## src/rtl/regfile_mp.sv

```systemverilog
// Multi-read-port register file with optional zero register and a sequenced soft-clear engine.
// Latency: combinational reads, writes commit at the clk edge; clear walks one entry per cycle (DEPTH cycles busy, then a 1-cycle done pulse).
// Backpressure: none; writes arriving while clearing, out of range, or to the zero register are dropped and flagged on wr_drop.
// Optional feature: define REGFILE_MP_BYPASS_EN for same-cycle write-through forwarding to the read ports.
module regfile_mp #(
    parameter int DATA_W   = 32,
    parameter int DEPTH    = 64,
    parameter int ADDR_W   = (DEPTH > 1) ? $clog2(DEPTH) : 1,
    parameter int N_RD     = 2,
    parameter bit ZERO_REG = 1'b1
) (
    input  logic                     clk,
    input  logic                     rst_n,
    input  logic [N_RD*ADDR_W-1:0]   ra,
    output logic [N_RD*DATA_W-1:0]   rd,
    input  logic                     we,
    input  logic [ADDR_W-1:0]        wa,
    input  logic [DATA_W-1:0]        wd,
    input  logic                     clr_req,
    output logic                     clr_busy,
    output logic                     clr_done,
    output logic                     wr_drop
);

    localparam logic [ADDR_W:0] LP_DEPTH = (ADDR_W+1)'(DEPTH);
    localparam logic [ADDR_W:0] LP_LAST  = (ADDR_W+1)'(DEPTH - 1);
    localparam logic [ADDR_W:0] LP_ONE   = (ADDR_W+1)'(1);

    typedef enum logic [1:0] {
        ST_IDLE  = 2'd0,
        ST_CLEAR = 2'd1,
        ST_DONE  = 2'd2
    } state_t;

    state_t              r_state;
    logic [ADDR_W:0]     r_idx;
    logic                r_busy;
    logic                r_done;
    logic                r_drop;
    logic [DATA_W-1:0]   r_mem [DEPTH];

    logic                w_wa_ok;
    logic                w_wr_ok;

    assign w_wa_ok = ({1'b0, wa} < LP_DEPTH) && !(ZERO_REG && (wa == '0));
    assign w_wr_ok = we && (r_state == ST_IDLE) && w_wa_ok;

    // The index is one bit wider than the address so DEPTH == 2**ADDR_W cannot wrap.
    always_ff @(posedge clk or negedge rst_n) begin
        if (!rst_n) begin
            r_state <= ST_IDLE;
            r_idx   <= '0;
            r_busy  <= 1'b0;
            r_done  <= 1'b0;
            r_drop  <= 1'b0;
            for (int i = 0; i < DEPTH; i++) begin
                r_mem[i] <= '0;
            end
        end else begin
            r_drop <= we && !w_wr_ok;
            r_done <= 1'b0;
            case (r_state)
                ST_IDLE: begin
                    if (w_wr_ok) begin
                        r_mem[wa] <= wd;
                    end
                    if (clr_req) begin
                        r_state <= ST_CLEAR;
                        r_idx   <= '0;
                        r_busy  <= 1'b1;
                    end
                end
                ST_CLEAR: begin
                    r_mem[r_idx[ADDR_W-1:0]] <= '0;
                    r_idx <= r_idx + LP_ONE;
                    if (r_idx == LP_LAST) begin
                        r_state <= ST_DONE;
                        r_busy  <= 1'b0;
                        r_done  <= 1'b1;
                    end
                end
                ST_DONE: begin
                    r_state <= ST_IDLE;
                end
                default: begin
                    r_state <= ST_IDLE;
                    r_busy  <= 1'b0;
                end
            endcase
        end
    end

    assign clr_busy = r_busy;
    assign clr_done = r_done;
    assign wr_drop  = r_drop;

    for (genvar gi = 0; gi < N_RD; gi++) begin : g_rd
        logic [ADDR_W-1:0] w_ra;
        logic              w_ra_ok;
        logic [DATA_W-1:0] w_rd;

        assign w_ra    = ra[gi*ADDR_W +: ADDR_W];
        assign w_ra_ok = ({1'b0, w_ra} < LP_DEPTH) && !(ZERO_REG && (w_ra == '0));

        always_comb begin
            w_rd = '0;
            if (w_ra_ok) begin
                w_rd = r_mem[w_ra];
            end
`ifdef REGFILE_MP_BYPASS_EN
            if (w_wr_ok && (wa == w_ra)) begin
                w_rd = wd;
            end
`endif
        end

        assign rd[gi*DATA_W +: DATA_W] = w_rd;
    end

endmodule

```

## config.mk

```make
export PLATFORM = sky130hd
export DESIGN_NAME = regfile_mp
export DESIGN_NICKNAME = d
export VERILOG_FILES = /design/src/rtl/regfile_mp.sv
export SDC_FILE = /design/constraint.sdc
export NUM_CORES = 2
export LEC_CHECK = 0
export CORE_UTILIZATION = 25
export DETAILED_ROUTE_END_ITERATION = 7
export SYNTH_ARGS = -nofsm -noshare
export SYNTH_HDL_FRONTEND = slang
export SYNTH_SLANG_ARGS = --single-unit
export TNS_END_PERCENT = 100
```

## constraint.sdc

```tcl
create_clock -name clk -period 4.9 [get_ports clk]
set_clock_uncertainty 0.15 [all_clocks]
set_input_delay 1.225 -clock clk [delete_from_list [all_inputs] [get_ports clk]]
set_output_delay 1.225 -clock clk [all_outputs]
set_load 0.03 [all_outputs]
```

Yosys cells after proc, flatten, opt, wreduce, memory -nomap -nowiden
Index checks and enable logic that the tools add are counted.

operators by class
  $add $sub $neg = 1
  order comparisons = 6
  eq/ne operators = 6
  multiplexer cells = 25
  bitwise gates (word level) = 7
  reductions and logical operators = 16

operators with widths
  cell                    count
  $pmux W2048 S2          1
  $and A2048 B2048 Y2048  1
  $bwmux W2048            1
  $mux W2048              1
  $not A2048 Y2048        1
  $bmux W32 S6            2
  $demux W32 S6           2
  $mux W32                8
  $ge A7 B7 Y1 const B    4
  $not A6 Y7              4
  $logic_not A6 Y1        3
  $lt A7 B1 Y1 const B    2
  $pmux W7 S2             1
  $add A7 B1 Y7 const B   1
  $eq A7 B6 Y1 const B    1
  $mux W7                 1
  $ne A2 B2 Y1 const B    3
  $reduce_and A2 Y1       3
  $logic_and A1 B1 Y1     5
  $mux W1                 4
  $mux W2                 2
  $pmux W2 S2             1
  $pmux W1 S3             1
  $reduce_and A3 Y1       1
  other kinds (6)         7

storage, ports and cells
  register bits = 2060
  output and inout bits = 67
  logic and storage cells = 130

Longest topological paths before layout
  depth after elaboration = 8
  depth in mapped cells = 10
  gate-level depth less buffers = 5

Worst setup path after synthesis
OpenSTA, ideal clock, no wires.

  kind = input to output
  from = input port ra[7]
  to = output port rd[62]
  data arrival time = 3.528 ns
  setup slack = -0.003 ns
  cell stages on the path = 8
  path buffers = 5
  cell sequence = buf_6 buf_4 buf_4 buf_4 buf_2 mux4_2 o22ai_1 o41ai_1

on the way
  longest elaborated chain between the ends = 5
  elaborated cells between the ends (all ways) = 6
  classes of those cells = mux: 4; bitwise: 1; reduce/logical: 1

ends and longest elaborated chain
  element                                       RTL line  text
  start, declared                               14        input logic [N_RD*ADDR_W-1:0] ra,
  $not A6 Y7 (not written as such)              108       w_rd = r_mem[w_ra];
  $bmux W32 S6                                  108
  $mux W32 (not written as such) (2 in series)  108
  $mux W32 (*)                                  107       if (w_ra_ok) begin
  end, declared                                 15        output logic [N_RD*DATA_W-1:0] rd,

Every way passes the cells marked *; elsewhere a longest branch is shown, timed or not. The select of a mux whose other input is x is not followed.

Worst setup path in the final report
  from = input port ra[6]
  to = output port rd[52]

Same word-level chain as after synthesis.

==> impl.org <==
** Status
- Run status :: finished with violations
- The final reports fail on negative setup slack.

** Detailed routing
- Avg Vias per Cell :: 6.303
- DRC violations left :: 0
- Detailed routing placed a total of 68.75 mm of wire on met3.
- Via total after detailed routing :: 85740
- Drt pass-1 iters :: 6
- After detailed routing, the wire length on met1 is 170.1 mm.
- The detailed router finished its first iteration with 12970 violations.
- In the final routed layout, each cell accounts on average for 35.78 microns.
- Summed over all nets, wire length on met2 after detailed routing comes to 208.9 mm.
- In this run the top signal layer used is met5.
- After detailed routing, the total wire length is 486.7 mm.
- In this run the remaining antenna-violating nets after routing total 0.

** Setup path
- Measured in cells, the most critical reg-to-reg path has a length of 6.
- The slowest stage of the critical path is the sky130_fd_sc_hd__a31oi_4 cell.
- Worst-path fanout max :: 7
- Worst R2R End :: r_mem[1897]
- By startpoint and endpoint, the worst setup path is classified as primary input to primary output.
- For the worst setup path, the data required time is 3.52 ns.
- CP Launch Type :: primary input
- The critical path goes through buf_16, buf_12, buf_12, buf_12, mux4_2, o221ai_4, a31oi_4, buf_6, nand2_4, a22oi_2, buf_4, buf_12.
- The worst setup path is captured at a primary output.
- The critical path contains buffers and inverters numbering 7 combined.
- On the critical path the largest part of the delay comes from compound AO/OA/AOI/OAI gates.
- Arr. time, crit path :: 3.93 ns
- Worst path most repeated cell :: sky130_fd_sc_hd__buf_12
- In this run the register-to-register setup slack is 1.31 ns.
- In this run the critical register-to-register path is launched from r_state[1].
- In this design, the stage delay of the slowest critical-path cell is 0.53 ns.

** GRT
- GRT Residual Overflow :: 0
- Via count of the first global-routing pass :: 86750
- In the global route stage, overall resource usage came out at 22.19%.
- Number of antenna violations at the first check in global routing :: 47
- First-pass GRT wire length :: 679.2 mm
- Entering global routing, the biggest net connects 164 pins.

** Logic synthesis
- Synth warn :: 0
- After synthesis the cells add up to 105500 sq um.
- Post-synthesis cell count :: 7197
- In the synthesized netlist the async set-or-reset flop fraction comes to 100.0%.
- Counting flops and latches in the post-synthesis netlist gives 2060.
- Of all cell types, the one taking the most synthesized area is sky130_fd_sc_hd__dfrtp_1.
- After synthesis, the mean cell area works out to 14.66 sq um.
- Ranked by total cell area, the synthesized netlist is headed by sky130_fd_sc_hd__dfrtp_1 (49%), sky130_fd_sc_hd__mux4_2 (24%), sky130_fd_sc_hd__a22o_1 (17%), sky130_fd_sc_hd__clkbuf_1 (2.2%), sky130_fd_sc_hd__mux2i_1 (1.6%).
- Most common library cells after synthesis :: sky130_fd_sc_hd__dfrtp_1 (2060), sky130_fd_sc_hd__a22o_1 (2018), sky130_fd_sc_hd__mux4_2 (1110), sky130_fd_sc_hd__clkbuf_1 (612), sky130_fd_sc_hd__buf_2 (194)
- The number of nets in the synthesized netlist is 7252.
- Primary FF master, synth :: sky130_fd_sc_hd__dfrtp_1
- In this run, synthesis inferred 0 flip-flops with an integrated enable.
- Most frequently used cell type in the post-synthesis netlist :: sky130_fd_sc_hd__dfrtp_1
- Yosys top cell area share :: 48.87%
- Part of the Yosys area used for sequential elements :: 48.87%
- Netlist cell types :: 66

** Layout
- The area growth from synthesis to layout is 27.00%.
- Layout Nets :: 7797
- Cell Count, Final, Fillers Out :: 13600
- Cells with a size suffix above 1 make up 40.28% of the layout.
- Post-Route Utilization :: 31.88%
- Final standard cell area without fillers :: 133900 sq um

** Placed design
- The number of placed instances, taps included, is 12910.
- The congestion estimate from routability-driven global placement came to 0.9306.
- During placement, the flow inserted port buffers numbering 120.
- HPWL Detailed :: 294.9 mm
- Placement Cell Area :: 120100 sq um

** Floorplan
- The die covers 424500 sq um.
- Number of core rows :: 238
- Std-Cell Core Area :: 420200 sq um
- Initial cell density of the core :: 25.10%
- Top-level I/O count :: 121
- Floorplan die height :: 651.5 microns
- Die Span X :: 651.5 microns

** Timing
- Setup violations remaining at the end of the flow were counted as 62.
- Worst hold slack across all endpoints :: 0.1132 ns
- Worst slew slack as a fraction of its limit :: 1.836%
- Count of final max-slew check failures :: 0
- Setup WS post-layout :: -0.4027 ns
- Post-route minimum period :: 5.303 ns
- After routing, the total negative slack on setup checks comes to -9.070 ns.
- Number of endpoints with negative hold slack in the final report :: 0
- Setup repair after global routing could not meet its margin everywhere.
- For this run, the top clock speed supported by timing is 0.1886 GHz.
- Worst slew pin tran :: 1.472 ns
- After layout, the worst path uses 108.2% of the clock period.

** CTS
- TritonCTS clock tree :: built
- In this run, CTS created clock tree buffers numbering 219.
- Post-CTS clock slew at the launch and capture registers of the worst setup and hold paths :: 0.06 ns
- Clk buf depth :: 3
- Clock tree root buffer cell :: sky130_fd_sc_hd__clkbuf_16
- Number of clock sinks :: 2060
- Clock latency on the worst-skew pair, taken at its later pin, is 0.90 ns.
- The H-tree was split into 4 levels.

** Flow run
- MaxCap Viol Count :: 0

** Power and ir drop
- IR drop worst, VDD :: 291.9 uV
- Leakage dissipation :: 0.05741 uW
- Power Dens Cells :: 290.8 nW/um^2

** Worst hold path
- Type of the tightest min-delay check :: primary input to asynchronous set/reset pin
worst max path at each step:
stage               startpoint  cells after the start  slack, ns      to
CTS                      ra[6]                     12      -0.32  rd[52]
global placement        ra[11]                     10      -1.57  rd[52]
finish                   ra[6]                     12      -0.40  rd[52]
detailed placement      ra[11]                     10      -1.12  rd[52]
floorplan                ra[8]                      7       0.21  rd[33]
global route             ra[6]                     12      -0.41  rd[52]
registers in the layout, indices dropped and copies added, names as in the netlist:
| register | cells |
|---|---|
| clr_busy | 1 |
| clr_done | 1 |
| r_idx | 7 |
| r_mem | 2048 |
| r_state | 2 |
| wr_drop | 1 |
layer usage:
layer | vias up | track usage (%)
met3 | 1780 | 8.791
li1 | 30670 | -
met1 | 45310 | 27.11
met5 | - | 0.1585
met2 | 7954 | 31.88
met4 | 22 | 15.56
what timing repair did:
action | 4_1_cts | 5_1_grt
setup endpoints to repair | 64 | 64
hold endpoints to repair | 0 | 0
cloned | 24 | 7
setup buffers | 130 | 139
pin swaps | 113 | 110
hold buffers | 0 | 0
gates resized for setup | 514 | 202
logic make-up after synthesis:
kind of cell,share of synthesized area (%)
and+or+nand+nor,1.923
xor gates and xnor gates,0.008305
muxes,25.71
DFF,48.87
AOI/OAI and AO/OA,19.46
adders and majority gates,0.01186
buffers and inverters,4.013
worst reg2reg max path, delay by kind of cell, from the launching register on:
family,cells,cell delay [ns]
AOI/OAI and AO/OA,2,1.00
DFF,1,0.47
buffers and inverters,1,0.56
and+or+nand+nor,3,1.32
layout make-up:
class	count	area (sq um)
clock buffer	328	6520
sequential	2060	51550
clock inverter	88	1353
fill	40600	286200
inverter	6	31.28
tap	5640	7057
antenna	25	62.56
timing repair buffer	1288	14780
multi-input combinational	4167	52600
power breakdown:
part / internal [uW] / switching, uW / total (uW)
Clock: 10500 / 7710 / 18200
Sequential: 17000 / 7.48 / 17000
Combinational: 1470 / 2280 / 3740
cell usage in the layout, fill, tap and decap left out, types with 11 or more instances in the layout:
| master | netlist | routed |
|---|---|---|
| sky130_fd_sc_hd__clkbuf_8 | 0 | 63 |
| sky130_fd_sc_hd__clkdlybuf4s50_1 | 0 | 13 |
| sky130_fd_sc_hd__mux2_2 | 34 | 30 |
| sky130_fd_sc_hd__mux2i_4 | 0 | 15 |
| sky130_fd_sc_hd__a31oi_1 | 16 | 13 |
| sky130_fd_sc_hd__a221o_1 | 20 | 16 |
| sky130_fd_sc_hd__diode_2 | 0 | 25 |
| sky130_fd_sc_hd__buf_16 | 0 | 45 |
| sky130_fd_sc_hd__a22oi_2 | 0 | 63 |
| sky130_fd_sc_hd__buf_4 | 69 | 750 |
| sky130_fd_sc_hd__a21oi_1 | 98 | 13 |
| sky130_fd_sc_hd__mux2i_2 | 0 | 24 |
| sky130_fd_sc_hd__a21oi_4 | 0 | 70 |
| sky130_fd_sc_hd__nand3_1 | 38 | 23 |
| sky130_fd_sc_hd__o21ai_0 | 45 | 31 |
| sky130_fd_sc_hd__o221ai_1 | 30 | 23 |
| sky130_fd_sc_hd__nor2_4 | 7 | 60 |
| sky130_fd_sc_hd__nand2_2 | 0 | 25 |
| sky130_fd_sc_hd__o22ai_1 | 34 | 24 |
| sky130_fd_sc_hd__clkinv_2 | 0 | 39 |
| sky130_fd_sc_hd__and2_1 | 40 | 37 |
| sky130_fd_sc_hd__nand2_1 | 158 | 115 |
| sky130_fd_sc_hd__nor2_1 | 89 | 37 |
| sky130_fd_sc_hd__a22o_1 | 2018 | 2017 |
| sky130_fd_sc_hd__buf_12 | 0 | 263 |
| sky130_fd_sc_hd__clkbuf_16 | 0 | 226 |
| sky130_fd_sc_hd__buf_6 | 12 | 141 |
| sky130_fd_sc_hd__buf_8 | 0 | 32 |
| sky130_fd_sc_hd__buf_2 | 194 | 33 |
| sky130_fd_sc_hd__bufinv_16 | 0 | 23 |
| sky130_fd_sc_hd__clkbuf_1 | 612 | 46 |
| sky130_fd_sc_hd__mux4_2 | 1110 | 1110 |
| sky130_fd_sc_hd__dfrtp_1 | 2060 | 2060 |
| sky130_fd_sc_hd__nor2_2 | 12 | 11 |
| sky130_fd_sc_hd__a22oi_1 | 105 | 42 |
| sky130_fd_sc_hd__a21oi_2 | 0 | 15 |
| sky130_fd_sc_hd__o211ai_1 | 12 | 12 |
| sky130_fd_sc_hd__mux2i_1 | 173 | 134 |
metrics by stage:
step                      setup slack (ns)  power (uW)
after detailed placement            -1.121       20520
after floorplan                     0.2072       18680
after CTS                          -0.3237       38830
after global placement              -1.569       20470
final                              -0.4027       38950
after global routing               -0.4093       39770
(Power assumes the default switching activity.)
